===== src/rtl/mem_bus_arbiter.sv =====
// mem_bus_arbiter: round-robin, burst-bounded arbiter sharing one single-port memory between two requesters
// Ports: clk_i/rst_i clock and sync active-high reset; reqK_i/weK_i/addrK_i/wdataK_i requester K transfer;
// ackK_o transfer accepted this cycle; rvalidK_o read data for K on rdata_o; mem_* memory drive and
// mem_rdata_i return (1-cycle latency); owner_o current owner (00 none, 01 req0, 10 req1).
module mem_bus_arbiter #(
  parameter int ADDR_WIDTH = 8,
  parameter int DATA_WIDTH = 16,
  parameter int MAX_BURST  = 4
) (
  input  logic                  clk_i,
  input  logic                  rst_i,
  input  logic                  req0_i,
  input  logic                  we0_i,
  input  logic [ADDR_WIDTH-1:0] addr0_i,
  input  logic [DATA_WIDTH-1:0] wdata0_i,
  output logic                  ack0_o,
  output logic                  rvalid0_o,
  input  logic                  req1_i,
  input  logic                  we1_i,
  input  logic [ADDR_WIDTH-1:0] addr1_i,
  input  logic [DATA_WIDTH-1:0] wdata1_i,
  output logic                  ack1_o,
  output logic                  rvalid1_o,
  output logic [DATA_WIDTH-1:0] rdata_o,
  output logic                  mem_en_o,
  output logic                  mem_we_o,
  output logic [ADDR_WIDTH-1:0] mem_addr_o,
  output logic [DATA_WIDTH-1:0] mem_wdata_o,
  input  logic [DATA_WIDTH-1:0] mem_rdata_i,
  output logic [1:0]            owner_o
);
  localparam int BW = MAX_BURST > 1 ? $clog2(MAX_BURST) : 1;
  localparam logic [BW-1:0] BMAX = BW'(MAX_BURST - 1);
  typedef enum logic [1:0] {O_NONE = 2'b00, O_P0 = 2'b01, O_P1 = 2'b10} own_e;
  own_e          own_q, own_d, oth;
  logic          last_q, last_d;
  logic [BW-1:0] burst_q, burst_d;
  logic          rv0_q, rv1_q;
  logic          is1, mine, other;
  assign ack0_o      = (own_q == O_P0) & req0_i;
  assign ack1_o      = (own_q == O_P1) & req1_i;
  assign mem_en_o    = ack0_o | ack1_o;
  assign mem_we_o    = ack0_o ? we0_i : ack1_o & we1_i;
  assign mem_addr_o  = ack0_o ? addr0_i : ack1_o ? addr1_i : '0;
  assign mem_wdata_o = ack0_o ? wdata0_i : ack1_o ? wdata1_i : '0;
  assign rdata_o     = mem_rdata_i;
  assign rvalid0_o   = rv0_q;
  assign rvalid1_o   = rv1_q;
  assign owner_o     = own_q;
  // View of the current owner as "mine" vs the "other" requester, so both owner states share one rule set.
  assign is1   = own_q == O_P1;
  assign mine  = is1 ? req1_i : req0_i;
  assign other = is1 ? req0_i : req1_i;
  assign oth   = is1 ? O_P0 : O_P1;
  always_comb begin
    own_d   = own_q;
    last_d  = last_q;
    burst_d = burst_q;
    case (own_q)
      O_NONE: begin
        own_d   = (req0_i & req1_i) ? (last_q ? O_P0 : O_P1) : req0_i ? O_P0 : req1_i ? O_P1 : O_NONE;
        burst_d = '0;
      end
      O_P0, O_P1: begin
        if (mine & other & (burst_q == BMAX)) begin
          own_d   = oth;
          last_d  = is1;
          burst_d = '0;
        end else if (mine) begin
          burst_d = (burst_q == BMAX) ? BMAX : burst_q + 1'b1;
        end else begin
          own_d   = other ? oth : O_NONE;
          last_d  = is1;
          burst_d = '0;
        end
      end
      default: own_d = O_NONE;
    endcase
  end
  always_ff @(posedge clk_i) begin
    if (rst_i) begin
      own_q   <= O_NONE;
      last_q  <= 1'b1;
      burst_q <= '0;
      rv0_q   <= 1'b0;
      rv1_q   <= 1'b0;
    end else begin
      own_q   <= own_d;
      last_q  <= last_d;
      burst_q <= burst_d;
      rv0_q   <= ack0_o & ~we0_i;
      rv1_q   <= ack1_o & ~we1_i;
    end
  end
endmodule

===== config.mk =====
export PLATFORM = sky130hd
export DESIGN_NAME = mem_bus_arbiter
export DESIGN_NICKNAME = d
export VERILOG_FILES = /design/src/rtl/mem_bus_arbiter.sv
export SDC_FILE = /design/constraint.sdc
export NUM_CORES = 1
export LEC_CHECK = 0
export CORE_AREA = 2 2 62 64
export CTS_CLUSTER_SIZE = 24
export DETAILED_ROUTE_END_ITERATION = 10
export DIE_AREA = 0 0 64 66
export PLACE_DENSITY = 0.91
export SLEW_MARGIN = 20
export SYNTH_ARGS = -nofsm -noshare
export SYNTH_HDL_FRONTEND = slang
export SYNTH_SLANG_ARGS = --single-unit

===== constraint.sdc =====
create_clock -name clk_i -period 1.8 [get_ports clk_i]
set_input_delay 0.36 -clock clk_i [delete_from_list [all_inputs] [get_ports clk_i]]
set_output_delay 0.36 -clock clk_i [all_outputs]
set_load 0.01 [all_outputs]

* After elaboration in Yosys (flattened, before gate mapping)
Index checks and enable logic that the tools add are counted.
** Cells by class
- $add $sub $neg :: 1
- Equal/unequal tests :: 5
- Mux-type cells :: 22
- Bitwise gates (word level) :: 11
- Reductions and logical operators :: 4
** Operators by type and width (number)
- 2-to-1 mux 16 bit :: 2
- 2-to-1 mux 2 bit :: 11
- 2-to-1 mux 8 bit :: 2
- AND 1 bit :: 8
- one-hot mux 2 bit (2 select lines) :: 2
- 2-to-1 mux 1 bit :: 5
- equality test 2 bit (second input constant) :: 2
- != test 3 bit (second input constant) :: 1
- adder 2 x 1 -> 2 bit (second input constant) :: 1
- equality test 2 x 1 -> 1 bit (second input constant) :: 1
- zero test 2 bit :: 1
- != test 2 x 1 -> 1 bit (second input constant) :: 1
- NOT 1 bit :: 2
- AND reduction 2 bit :: 1
- nonzero test 2 bit :: 1
- OR reduction 2 bit :: 1
- OR 1 bit :: 1
** Storage, ports and cells
- Register bits :: 7
- Output and inout bits :: 48

* Longest topological paths before layout
- Depth in word-level cells :: 6
- Gate-level depth with buffers :: 7
- Gate-level depth less buffers :: 6

* Worst setup path after synthesis
Ideal clock, no wire load.
- Path type :: flip-flop to output port
- From :: register own_q[1], in the netlist owner_o[1]
- To :: output mem_addr_o[2]
- Data arrival time :: 1.377 ns
- Data required time :: 1.440 ns
- Slack :: 0.063 ns
- Stages on the path, launching flop included :: 8
- Path buffers :: 1
- Cell sequence :: dfxtp_1 > inv_1 > ha_1 > nand2_1 > inv_2 > nor2_4 > buf_2 > a22o_1
** On the way
- Cells in the longest elaborated chain, start to end :: 4
- Elaborated cells on any way between the ends :: 6
** RTL lines
- start, declared :: line 35 : own_e own_q, own_d, oth;
- start signal, assigned :: line 88 : own_q <= own_d;
- equality test 2 bit :: line 41 : assign ack1_o = (own_q == O_P1) & req1_i;
- AND 1 bit :: line 41
- 2-to-1 mux 8 bit :: line 44 : assign mem_addr_o = ack0_o ? addr0_i : ack1_o ? addr1_i : '0;
- 2-to-1 mux 8 bit (*) :: line 44
- end, declared :: line 27 : output logic [ADDR_WIDTH-1:0] mem_addr_o,
Mark *: on every way between the ends. The rest lies on a longest branch, timed or not.

* Worst setup path in the final report
- From :: register own_q[1], in the netlist owner_o[1]
- To :: output mem_addr_o[5]
The elaborated chain is that of the path after synthesis.

==> flow_summary.toml <==
[sta]
post-route-period-util = 1.07
report.final.setup_viol = 24
finalHoldViolations = 0
layout_min_cycle_time_ns = 1.93
tightest_slew_ns = 0.330
holdWs_ns = 0.511
fmax_mhz = 518
slew_headroom = 0.780
setup_ws_ns = -0.129
clock-skew-final_ns = 0.00506
rsz0062_at_grt = "true"
finalMaxSlewViolations = 0

[placement]
portBuffers = 85
place_area_mm2 = 0.00171
dp_hpwl_mm = 2.52
gp_congestion = 0.828

[worst_setup_path]
worstPathMaxFanout = 7
rr_startpoint = "owner_o[1]"
cpPeakStageDelay_ns = 0.37
crit_type = "register to output port"
startpoint_type = "register"
arrival_ns = 1.57
critical-path-slowest-cell = "dfxtp_4"
rrSetupSlack_ns = 0.15
critPathCaptureType = "output port"
ff2ff_path_depth = 6
worstReg2RegEnd = "last_q"
path_buf_inv = 5
cp.required_ns = 1.44
cp_top_family = "buffers and inverters"
cp_cell_sequence = "inv_4 > ha_4 > nand2_4 > inv_4 > buf_12 > buf_12 > a22o_1 > buf_2"

[hold_path]
hold_class = "register to register"
holdPathEnd = "last_q"
worstHoldStart = "last_q"
holdPathStages = 1

[grt]
first_global_vias = 1157
grt_pass1_wl_mm = 5.71
grt_max_degree = 13
antenna_found_initial = 0
overflow = 0
grt_usage = 0.173

[drt]
dr.pass1.iters = 4
drc = 0
ant_nets = 0
wl_per_cell_um = 15.1
vias_per_cell = 4.77
drt_wl_total_mm = 3.61
drt_iter0_drc = 43
vias = 1141

[cells_and_area]
fin_area_mm2 = 0.00185
nets = 267
drive_gt1_frac = 0.351
syn2layout_area_growth_pct = 129
antenna_cells = 0

[floorplanning]
die_w_um = 64
dieArea_mm2 = 0.00422
ioPinCount = 118
coreArea_mm2 = 0.00355
die_h_um = 66
rows = 22
start_util = 0.228

[logic_synthesis]
ys.flop_type = "dfxtp_1"
yosys.area.top_type = "a22o_1"
synth.area.top_cells = "a22o_1 (27%), dfxtp_1 (17%), buf_4 (15%), ha_1 (7.7%), nand2_1 (2.8%)"
yosys.area.top_type_share = 0.270
synth_cell_types = 29
ys_seq_elements = 7
synth_commonest_cells = "a22o_1 (25), buf_4 (16), dfxtp_1 (7)"
async_reset_ff_frac = 0
synth_area_um2 = 810
synth_warnings = 0
synth_most_common_cell = "a22o_1"
mappedNetlistNets = 172
synth_edf_count = 0
syn_avg_cell_area_um2 = 8.35
seq_area_frac_synth = 0.173
syn_inst = 97

[power_and_ir_drop]
seq_power_share = 0.166
swShare = 0.361
vdd_drop_max_mv = 0.633
clkPwrFrac = 0.109
p_int_uw = 852
comb_power_share = 0.725
power_per_cell_area_mw_per_mm2 = 720
switchingPower_uw = 481
p_leak_uw = 0.000859

[clock_network]
cts_root_buf = "clkbuf_4"
clk_path_buf_depth = 2
cts_buffers = 3
clkTransAtPathRegs_ns = 0.05
cts_max_level = 1
clock-sinks = 7
cts_tree = "done"
clk_latency_ns = 0.26

[run_status]
failed_checks = "negative setup slack"
outcome = "finished with violations"

[job]
timing.max_cap.violations = 0
## cells in the final DEF, fill, tap and decap left out, types with 2 or more instances in the layout
cell / Yosys / final
dfxtp_4: 0 / 2
nor3_1: 4 / 4
clkbuf_4: 0 / 3
nor2b_1: 2 / 2
buf_6: 0 / 3
clkdlybuf4s50_1: 0 / 54
ha_1: 5 / 3
dlygate4sd2_1: 0 / 4
o21ai_0: 2 / 2
a21oi_1: 2 / 2
buf_2: 4 / 24
mux2i_1: 2 / 2
dfxtp_1: 7 / 5
nand2_1: 6 / 4
ha_4: 0 / 2
inv_1: 5 / 3
nand2_4: 0 / 2
a22o_1: 25 / 25
buf_16: 0 / 4
inv_4: 0 / 3
buf_4: 16 / 17
buf_12: 0 / 3
## per-layer routing
| layer | vias up | share of wire | track usage |
|---|---|---|---|
| met1 | 515 | 0.36 | 0.184 |
| li1 | 541 | - | - |
| met4 | 0 | 0.024 | 0.0598 |
| met5 | - | 0 | 0 |
| met3 | 12 | 0.10 | 0.0409 |
| met2 | 73 | 0.51 | 0.331 |
## cell families (layout without fill, tap and decap cells)
kind of cell	Yosys count	in the layout	share of synthesized area
and+or+nand+nor	19	19	0.131
adders and majority gates	5	5	0.0773
buffers and inverters	27	121	0.206
muxes	3	3	0.0433
DFF	7	7	0.173
AOI/OAI and AO/OA	36	36	0.369
## through the flow
stage / cells / total power [uW] / util / setup slack [ns] / TNS [ns]
floorplan: 97 / 605 / - / 0.0628 / 0
global placement: 224 / 1040 / 0.483 / -0.490 / -12.45
detailed placement: 224 / 1060 / 0.483 / -0.536 / -13.13
CTS: 239 / 1340 / 0.527 / -0.138 / -2.76
global route: 239 / 1430 / 0.521 / -0.161 / -3.54
finish: 239 / 1330 / 0.521 / -0.129 / -2.45
## registers in the layout, summed over array words and instances (netlist names)
name	count
rvalid1_o	1
rvalid0_o	1
owner_o	2
last_q	1
burst_q	2
## worst max path at each step
stage | startpoint | endpoint | slack (ns) | cells past startpoint
final | owner_o[1] | mem_addr_o[5] | -0.13 | 8
after global routing | owner_o[1] | mem_addr_o[5] | -0.16 | 8
after CTS | owner_o[1] | mem_addr_o[1] | -0.14 | 8
after detailed placement | req0_i | mem_addr_o[5] | -0.54 | 7
after global placement | req1_i | mem_addr_o[1] | -0.49 | 6
after floorplan | owner_o[1] | mem_addr_o[2] | 0.06 | 7
## power groups by stage
stage,Sequential (uW),Clock [uW],Combinational (uW)
detailed placement,209,0,849
global route,225,157,1050
floorplan,212,0,393
global placement,208,0,831
finish,221,145,968
CTS,219,149,976
## area by class of cell
type                    instances  area, um^2
clock buffers                   4        26.3
fillers                       322        1700
inverters                       6        30.0
multi-input cells              63         543
flip-flops and latches          7         148
well taps                      48        60.1
repair buffers                111        1040
## timing repair
action,CTS,global route
cloned,5,0
hold buffers,0,0
gates resized for setup,130,3
buffers inserted,6,1
pin swaps,12,17
endpoints found under the setup margin,28,27
Note: power is estimated with default switching activity, not from simulation.
